File: src/rtl/sm4_core_round.sv
// sm4_core_round -- iterative SM4 block cipher datapath, one round per clock.
//
// Takes the 32 expanded round keys from the key-expansion block and encrypts
// or decrypts one 128-bit block in 32 cycles. The result is handed to the CTR
// keystream logic.
//
// Ports:
//   clk_sys, sys_rst       clock, synchronous active-high reset
//   key2core_rkey[1023:0]  round keys, rk[i] = key2core_rkey[32*i+31:32*i]
//   key2core_rkey_vld      round keys valid (level)
//   core_mode_dec          0 = encrypt, 1 = decrypt, sampled at accept
//   core_din[127:0]        input block, X0 = [127:96] .. X3 = [31:0]
//   core_din_vld/_rdy      input handshake
//   core_dout[127:0]       result block
//   core_dout_vld/_rdy     output handshake
//   core_abort             one-cycle pulse: block dropped on round-key loss
//
// Handshake: a transfer happens on a clk_sys edge where valid and ready are
// both high. The source keeps data and valid stable until that edge; ready may
// depend combinationally on state but never on the partner's valid.
//
// Optional feature, macro SM4_CORE_KEY_LATCH_EN: the round keys are copied
// into a local register at accept, key validity is only checked at accept and
// core_abort is tied low.

module sm4_core_round #(
  parameter int ROUNDS = 32
) (
  input  logic          clk_sys,
  input  logic          sys_rst,
  input  logic [1023:0] key2core_rkey,
  input  logic          key2core_rkey_vld,
  input  logic          core_mode_dec,
  input  logic [127:0]  core_din,
  input  logic          core_din_vld,
  output logic          core_din_rdy,
  output logic [127:0]  core_dout,
  output logic          core_dout_vld,
  input  logic          core_dout_rdy,
  output logic          core_abort
);

  localparam logic [4:0] LAST = 5'(ROUNDS - 1);

  // SM4 S-box, entry i at bits [2047-8*i -: 8].
  localparam logic [2047:0] SBOX = {
    128'hd690e9fecce13db716b614c228fb2c05, 128'h2b679a762abe04c3aa44132649860699,
    128'h9c4250f491ef987a33540b43edcfac62, 128'he4b31ca9c908e89580df94fa758f3fa6,
    128'h4707a7fcf37317ba83593c19e6854fa8, 128'h686b81b27164da8bf8eb0f4b70569d35,
    128'h1e240e5e6358d1a225227c3b01217887, 128'hd40046579fd327524c3602e7a0c4c89e,
    128'heabf8ad240c738b5a3f7f2cef96115a1, 128'he0ae5da49b341a55ad933230f58cb1e3,
    128'h1df6e22e8266ca60c02923ab0d534e6f, 128'hd5db3745defd8e2f03ff6a726d6c5b51,
    128'h8d1baf92bbddbc7f11d95c411f105ad8, 128'h0ac13188a5cd7bbd2d74d012b8e5b4b0,
    128'h8969974a0c96777e65b9f109c56ec684, 128'h18f07dec3adc4d2079ee5f3ed7cb3948
  };

  function automatic logic [7:0] sbox(input logic [7:0] a);
    return SBOX[2047 - 8 * int'(a) -: 8];
  endfunction

  function automatic logic [31:0] rotl(input logic [31:0] v, input int n);
    return (v << n) | (v >> (32 - n));
  endfunction

  // Round transform T = L(tau(x)).
  function automatic logic [31:0] t_fn(input logic [31:0] x);
    logic [31:0] b;
    b = {sbox(x[31:24]), sbox(x[23:16]), sbox(x[15:8]), sbox(x[7:0])};
    return b ^ rotl(b, 2) ^ rotl(b, 10) ^ rotl(b, 18) ^ rotl(b, 24);
  endfunction

  typedef enum logic [1:0] {IDLE, ROUND, DONE} state_t;

  state_t      state;
  logic [4:0]  round_cnt;
  logic [31:0] x0, x1, x2, x3;
  logic        mode_q;
  logic        accept;
  logic [4:0]  rk_idx;
  logic [31:0] rk;
  logic [31:0] new_word;
  logic [1023:0] keys;

`ifdef SM4_CORE_KEY_LATCH_EN
  logic [1023:0] rkey_q;

  // Private copy so the upstream key block may change keys mid-operation.
  always_ff @(posedge clk_sys) begin
    if (accept) rkey_q <= key2core_rkey;
  end

  assign keys       = rkey_q;
  assign core_abort = 1'b0;
`else
  logic abort_q;

  assign keys       = key2core_rkey;
  assign core_abort = abort_q;
`endif

  assign core_din_rdy = (state == IDLE) & key2core_rkey_vld;
  assign accept       = core_din_vld & core_din_rdy;

  // Decryption is the same datapath with the key schedule reversed.
  assign rk_idx   = mode_q ? 5'(LAST - round_cnt) : round_cnt;
  assign rk       = keys[32 * rk_idx +: 32];
  assign new_word = x0 ^ t_fn(x1 ^ x2 ^ x3 ^ rk);

  always_ff @(posedge clk_sys) begin
    if (sys_rst) begin
      state         <= IDLE;
      round_cnt     <= '0;
      x0            <= '0;
      x1            <= '0;
      x2            <= '0;
      x3            <= '0;
      mode_q        <= 1'b0;
      core_dout     <= '0;
      core_dout_vld <= 1'b0;
`ifndef SM4_CORE_KEY_LATCH_EN
      abort_q       <= 1'b0;
`endif
    end else begin
`ifndef SM4_CORE_KEY_LATCH_EN
      abort_q <= 1'b0;
`endif
      case (state)
        IDLE: begin
          if (accept) begin
            x0        <= core_din[127:96];
            x1        <= core_din[95:64];
            x2        <= core_din[63:32];
            x3        <= core_din[31:0];
            mode_q    <= core_mode_dec;
            round_cnt <= '0;
            state     <= ROUND;
          end
        end
        ROUND: begin
`ifndef SM4_CORE_KEY_LATCH_EN
          if (!key2core_rkey_vld) begin
            // Keys went away mid-block: drop it, the result would be garbage.
            state     <= IDLE;
            round_cnt <= '0;
            abort_q   <= 1'b1;
          end else
`endif
          begin
            x0        <= x1;
            x1        <= x2;
            x2        <= x3;
            x3        <= new_word;
            round_cnt <= round_cnt + 5'd1;
            if (round_cnt == LAST) begin
              // Reverse transform R on the final four words.
              core_dout     <= {new_word, x3, x2, x1};
              core_dout_vld <= 1'b1;
              round_cnt     <= '0;
              state         <= DONE;
            end
          end
        end
        DONE: begin
          if (core_dout_rdy) begin
            core_dout_vld <= 1'b0;
            state         <= IDLE;
          end
        end
        default: state <= IDLE;
      endcase
    end
  end

endmodule

File: config.mk
export PLATFORM = sky130hd
export DESIGN_NAME = sm4_core_round
export DESIGN_NICKNAME = d
export VERILOG_FILES = /design/src/rtl/sm4_core_round.sv
export SDC_FILE = /design/constraint.sdc
export NUM_CORES = 2
export LEC_CHECK = 0
export ABC_AREA = 1
export ABC_CLOCK_PERIOD_IN_PS = 12200
export CAP_MARGIN = 20
export CORE_AREA = 3 3 505 507
export CTS_CLUSTER_SIZE = 10
export DETAILED_ROUTE_END_ITERATION = 16
export DIE_AREA = 0 0 508 510
export PLACE_DENSITY = 0.3
export SYNTH_ARGS = -nofsm -noshare
export SYNTH_HDL_FRONTEND = slang
export SYNTH_SLANG_ARGS = --single-unit
File: constraint.sdc
create_clock -name clk_sys -period 12.2 [get_ports clk_sys]
set_input_delay 2.44 -clock clk_sys [delete_from_list [all_inputs] [get_ports clk_sys]]
set_output_delay 2.44 -clock clk_sys [all_outputs]
set_load 0.01 [all_outputs]
* Word level (Yosys, flattened, before mapping)
Cells that the tools add are included.
Word-level totals: output and inout bits 131, bits of input ports 1158, register bits 266
Cells by class: $add $sub $neg 6, shift-type cells 5, mux-type cells 27, reduce and logical (&&, ||, !) cells 10, equal/unequal tests 8, bitwise gates (word level) 15
Operators with widths (count):
- $shiftx A2055 B12 Y8 const A | 4
- $shiftx A1024 B11 Y32 | 1
- $mux W32 | 8
- $pmux W32 S2 | 4
- $xor A32 B32 Y32 | 8
- $sub A11 B11 Y12 const A | 4
- $or A32 B10 Y32 | 1
- $or A32 B18 Y32 | 1
- $or A32 B2 Y32 | 1
- $or A32 B24 Y32 | 1
- $mux W5 | 4
- $pmux W5 S2 | 1
- $reduce_and A3 Y1 | 3
- $mux W2 | 4
- $ne A2 B2 Y1 const B | 4
- $pmux W2 S3 | 1
- $add A5 B1 Y5 const B | 1
- $eq A5 B5 Y1 const B | 1
- $sub A5 B5 Y5 const A | 1
- $mux W1 | 4
- $reduce_and A2 Y1 | 2
- $reduce_and A4 Y1 | 1
- $reduce_bool A2 Y1 | 2
- $ne A3 B3 Y1 const B | 1
- 7 further kinds | 8

* Longest topological paths before layout
depth after elaboration 14, gate-level depth with buffers 39, gate-level depth less buffers 34

* Least setup slack after synthesis
Ideal clock, no wire load.
path kind input to output, from input key2core_rkey_vld, to output core_din_rdy, stages on the path 2, data required time 9.760 ns, path slack 6.984 ns, arrival 2.776 ns, path buffers 0, cell sequence inv_1 nor3_1
On the way: word-level cells in the longest chain between the ends 1
Ends and longest elaborated chain:
- from (decl) | line 32 | input logic key2core_rkey_vld,
- $and A1 B1 Y1 | line 101 | assign core_din_rdy = (state == IDLE) & key2core_rkey_vld;
- to (decl) | line 36 | output logic core_din_rdy,
No other way between the ends.

* Worst setup path in the final report
from register mode_q, to register x3[8]
On the way: word-level cells in the longest chain between the ends 13, elaborated cells on any way between the ends 22, classes of those cells 4 x add/sub; 5 x shift; 3 x mux; 10 x bitwise
Ends and longest elaborated chain:
- from (decl) | line 77 | logic mode_q;
- from (signal assigned) | line 134 | mode_q <= core_mode_dec;
- $mux W5 (*) | line 105 | assign rk_idx = mode_q ? 5'(LAST - round_cnt) : round_cnt;
- $shiftx A1024 B11 Y32 (*) | line 106 | assign rk = keys[32 * rk_idx +: 32];
- $xor A32 B32 Y32 (*) | line 107 | assign new_word = x0 ^ t_fn(x1 ^ x2 ^ x3 ^ rk);
- $sub A11 B11 Y12 | line 58 | return SBOX[2047 - 8 * int'(a) -: 8];
- $shiftx A2055 B12 Y8 | line 58
- $or A32 B2 Y32 | line 62 | return (v << n) | (v >> (32 - n));
- $xor A32 B32 Y32 (3 in a row) | line 69 | return b ^ rotl(b, 2) ^ rotl(b, 10) ^ rotl(b, 18) ^ rotl(b, 24);
- $xor A32 B32 Y32 (*) | line 69
- $xor A32 B32 Y32 (*) | line 107
- $mux W32 (*) | line 141 | if (!key2core_rkey_vld) begin
- $pmux W32 S2 (*) | line 127 | case (state)
- to (signal assigned) | line 133 | x3 <= core_din[31:0];
- to (signal assigned) | line 152 | x3 <= new_word;
- to (decl) | line 76 | logic [31:0] x0, x1, x2, x3;
Mark *: on every way between the ends. The rest lies on a longest branch, timed or not. The select of a mux whose other input is x is not followed. A chain may end at the register's enable or synchronous reset.

==> reports/summary.md <==
The worst slew margin relative to its limit was 0.1599; the count of nets left with antenna violations after detail routing was 0. After routing, the total negative slack on setup checks comes to 0 ns. The final weighted congestion in routability-driven placement was 0.9675; the net switching fraction of the power was 0.6596. The overall track demand over capacity in global routing is 0.3017, and the hold violation total from the final report is 0. The via count of the first global-routing pass came out at 55,184.

The endpoint arrival time on the critical path is 9.03 ns. On the final layout, the worst hold slack is 0.4706 ns. For the post-synthesis net count, the log shows 8,446.

The tools report the initial antenna violation count as 143. For this design, the slowest cell found on the critical path is dfxtp_1. On the final layout, the worst clock skew is 0.02867 ns. Buffers inserted during clock tree synthesis total 39. The height of the chip works out to 510 microns. Type of destination of the critical path: a flip-flop. Based on the critical path, the design can be clocked at up to 116.8 MHz. Counting stages on the worst path, the most repeated cell is nand2_1.

The logs give 0.098 for the clock network fraction of design power and 0 for the number of buffers inserted to repair setup after CTS. The number of port buffers was 1,288; the insertion delay of the later-clocked pin in the worst-skew pair was 0.62 ns. The met3 track utilization from global routing was 0.05261; the synthesized area per cell was 5.099 sq um.

The die is 508 microns wide. The complex-gate fraction of the synthesized area was 0.09494. The detailed router placed 57,296 vias in this run. By area, the combinational part of the netlist is dominated by simple AND/OR/NAND/NOR gates. In the routed design, unresolved DRC markers number 0. The run gives 534.2 mm as the global-route wire length before repair. Data on the critical path is required at its endpoint by 12.67 ns. The cell count after synthesis came out at 7,242. The post-synthesis to final-layout area growth was 46.41%. The ratio of final minimum period to clock period is 0.7016, and the longest individual stage delay on the worst path is 0.96 ns. Dividing the detail-routed via count by the number of cells gives 4.935.

The slew at the pin with the worst max-slew slack is 1.256 ns. The tools report the internal power summed over all cells as 4.322 mW. The path with the worst hold slack has its endpoint at core_dout_vld$_SDFFE_PP0P_.

Counting instances, the worst hold path has a depth of 2. In the final design database the tool counted 9,344 nets. The cell leakage power is 23.31 nW, and the fraction of the mapped netlist area in adder cells is 0.01559.

Counting every sink on the clock net gives 266. For the power share of the combinational group, the log shows 0.821. The total number of placement rows was 184.

The flow ran to the end, and the final reports show no timing, DRC or antenna violations. In this run the worst path has a maximum fanout of 107. The startpoint of the worst-slack reg-to-reg timing path was mode_q$_SDFFE_PP0P_. Count of endpoints failing setup in the final report: 0. The critical path contains buffers and inverters numbering 2 combined. Clock slew at the register clock pins of the worst setup and hold paths: 0.06 ns. Internal reg-to-reg setup slack: 3.64 ns.

The fraction of met2 tracks used by global routing was 0.5056; the worst reg2reg path depth was 27. STA classifies the critical path startpoint as a flip-flop. After synthesis, the netlist uses 38 different library cells. The detailed router finished its first iteration with 6,573 violations. Setup repair after global routing left no endpoint under its margin. The xor and xnor area share after synthesis was 0.02230; the count of warnings emitted by yosys was 0.

The proportion of layout cells with a drive suffix above 1 is 0.03673. The total of flip-flops plus latches after synthesis is 266, and the number of H-tree levels is 2. The tools report the count of cells resized by post-cts repair as 0.

The residual overflow from global routing came out at 0. The tightest min-delay check is of the reg2reg type. The tools report the count of TritonRoute iterations in the first routing pass as 6. The die covers 259,100 sq um.

The total routed wirelength was 409.4 mm. For the fraction of the yosys area taken by sequential cells, the log shows 0.1442. The global routing's busiest layer was met2.

Max-cap violations in this run came to 0. The mapped netlist covers 36,930 sq um. Broken down by cell family, the worst path's largest delay share belongs to simple AND/OR/NAND/NOR gates. The HPWL after detailed placement is 331.9 mm. 1,289 I/O pins were placed.

The run gives 0 as the number of pins with negative max-slew slack in the final report. Power spread over the standard cell area amounts to 234.8 nW/um^2. TritonCTS built the clock tree.

The worst path needs 8.559 ns of the cycle, external delays included. The maximum root-to-sink buffer count is 3. For the met1 usage in global routing, the log shows 0.3799.

The run gives 0.081 as the sequential fraction of design power. The worst register-to-register path ends at x3[8]$_SDFFE_PP0P_. VDD sags by at most 0.1130 mV. The simple-gate share of the synthesized area works out to 0.6236.

The multiplexer share of the synthesized area is 0, and the net switching power is 8.374 mW. The root buffer cell was clkbuf_16. The tools report the area of the placeable core as 250,900 sq um.

Dividing the detail-routed wire length by the instance count gives 35.26 microns. The critical path in this run is classified as reg2reg. The starting utilization of the core area came out at 0.1471. The startpoint of the lowest-slack hold path is core_dout_vld$_SDFFE_PP0P_. The instance count on the critical path is 27.

The logs give 131 for the largest net degree at the start of global routing and 0 for the hold-fix buffer count after cts. After layout, the design draws a total of 12.70 mW.
## cell usage in the layout (no fill, tap or decap), types with 6 or more instances in the layout
master           instances
xor2_1                  32
inv_2                   55
nor3_1                   7
nand2_2                 42
clkbuf_16               40
nand3_1               2035
xor2_2                   6
clkdlybuf4s50_1       1287
nand4_1                 31
o211ai_1                34
ha_1                    46
or2_1                    6
inv_1                  234
dfxtp_1                266
o22ai_1                 31
o21ai_0                305
nand2_4                  7
a31oi_1                104
nand3b_1                17
buf_12                  10
xnor2_1                 45
nor2_1                 460
clkinv_2                 6
diode_2                 96
clkbuf_8                 8
buf_4                   92
a21oi_1                144
o21ai_1                 20
clkbuf_1                 8
nand2_1               2745
## layout make-up
| type | instances | area, sq um |
|---|---|---|
| fillers | 29395 | 196900 |
| multi-input cells | 6144 | 28070 |
| repair buffers | 1391 | 13790 |
| flip-flops and latches | 266 | 5325 |
| well taps | 3348 | 4189 |
| inverters | 298 | 1147 |
| clock buffers | 56 | 1141 |
| diodes | 96 | 240.2 |
| clock inverters | 12 | 158.9 |
## worst max-delay path by stage
stage / startpoint / endpoint / slack [ns]
finish: mode_q$_SDFFE_PP0P_ / x3[8]$_SDFFE_PP0P_ / 3.64
global route: mode_q$_SDFFE_PP0P_ / x3[29]$_SDFFE_PP0P_ / 3.21
CTS: mode_q$_SDFFE_PP0P_ / x3[0]$_SDFFE_PP0P_ / 3.79
detailed placement: key2core_rkey[955] / x3[29]$_SDFFE_PP0P_ / 3.54
global placement: key2core_rkey[906] / x3[28]$_SDFFE_PP0P_ / 3.46
floorplan: key2core_rkey_vld / core_din_rdy / 6.98
## logic make-up (layout without fill, tap and decap cells)
logic type / after synthesis / count (layout)
AND/OR/NAND/NOR: 5365 / 5365
buffers and inverters: 832 / 1757
AO/OA/AOI/OAI: 645 / 645
flip-flops: 266 / 266
XOR/XNOR: 88 / 88
adder cells (fa/ha/maj): 46 / 46
other: 0 / 96
## state kept, by name, indices dropped and copies added, names as in the netlist, 2 cells and up
name / flops
core_dout: 128
x1: 32
x3: 32
round_cnt: 5
x0: 32
state: 2
x2: 32
## through the flow
stage | setup slack [ns] | area (sq um) | util | instances
floorplan | 6.984 | 36930 | - | 7242
global placement | 3.458 | 52510 | 0.2093 | 11446
detailed placement | 3.541 | 52520 | 0.2093 | 11447
CTS | 3.791 | 53820 | 0.2145 | 11515
global route | 3.209 | 54000 | 0.2152 | 11586
finish | 3.641 | 54060 | 0.2154 | 11611
## synth_stat cells
master	count	share of area
o211ai_1	34	0.0069
nor4_1	1	0.00017
o21ai_1	19	0.0026
or2_1	6	0.0010
a21oi_2	1	0.00024
buf_2	243	0.033
o21bai_1	2	0.00041
inv_1	237	0.024
clkinv_1	4	0.00041
a21oi_1	144	0.020
o21ai_0	306	0.041
ha_1	46	0.016
nor2_1	461	0.047
nand3b_1	17	0.0035
buf_6	7	0.0021
buf_4	50	0.010
or2_2	1	0.00017
clkbuf_1	193	0.020
and2_1	1	0.00017
nand2_1	2755	0.28
nand4_1	31	0.0053
nor2_2	4	0.00068
xnor2_2	2	0.00088
xor2_2	5	0.0022
nand3_4	1	0.00047
nand2_2	37	0.0063
o22ai_1	31	0.0053
nand2_4	4	0.0012
inv_2	57	0.0058
nand3_2	4	0.0011
dfxtp_1	266	0.14
nand3_1	2035	0.28
buf_1	41	0.0042
nor3_1	7	0.00095
a31oi_1	104	0.018
o22a_1	4	0.00095
xnor2_1	47	0.011
xor2_1	34	0.0081
## layer usage
layer	share of wire	wire, microns
met1	0.42	171400
met2	0.46	190000
met3	0.065	26550
met4	0.052	21100
met5	0.0010	423
## worst register-to-register path: stages, from the launching register on
cell	delay (ns)
dfxtp_1	0.96
nand2_1	0.48
nand2_8	0.60
buf_12	0.47
nand2_1	0.25
nand3_1	0.12
nand3_1	0.81
nand3_1	0.41
nand3_1	0.16
nand2_1	0.11
nand2_1	0.47
nand2_2	0.19
buf_4	0.50
nand2_1	0.69
nand3_1	0.30
nand3_1	0.25
nand2_1	0.14
nand2_1	0.05
nand3_1	0.11
nand3_1	0.10
nand2_1	0.21
nand2_1	0.10
nand2_1	0.11
nand2_1	0.08
nand3b_1	0.10
nand3_1	0.40
nand2_1	0.18
a21oi_1	0.07
## power groups by stage
stage	registers, mW	clock network [mW]	logic, mW
after floorplan	0.968	0	6.13
after global placement	1.05	0	10.4
after detailed placement	1.05	0	10.2
after CTS	1.03	1.27	10.2
after global routing	1.03	1.29	11.2
final	1.03	1.24	10.4
Power figures use the tool's default switching activity.
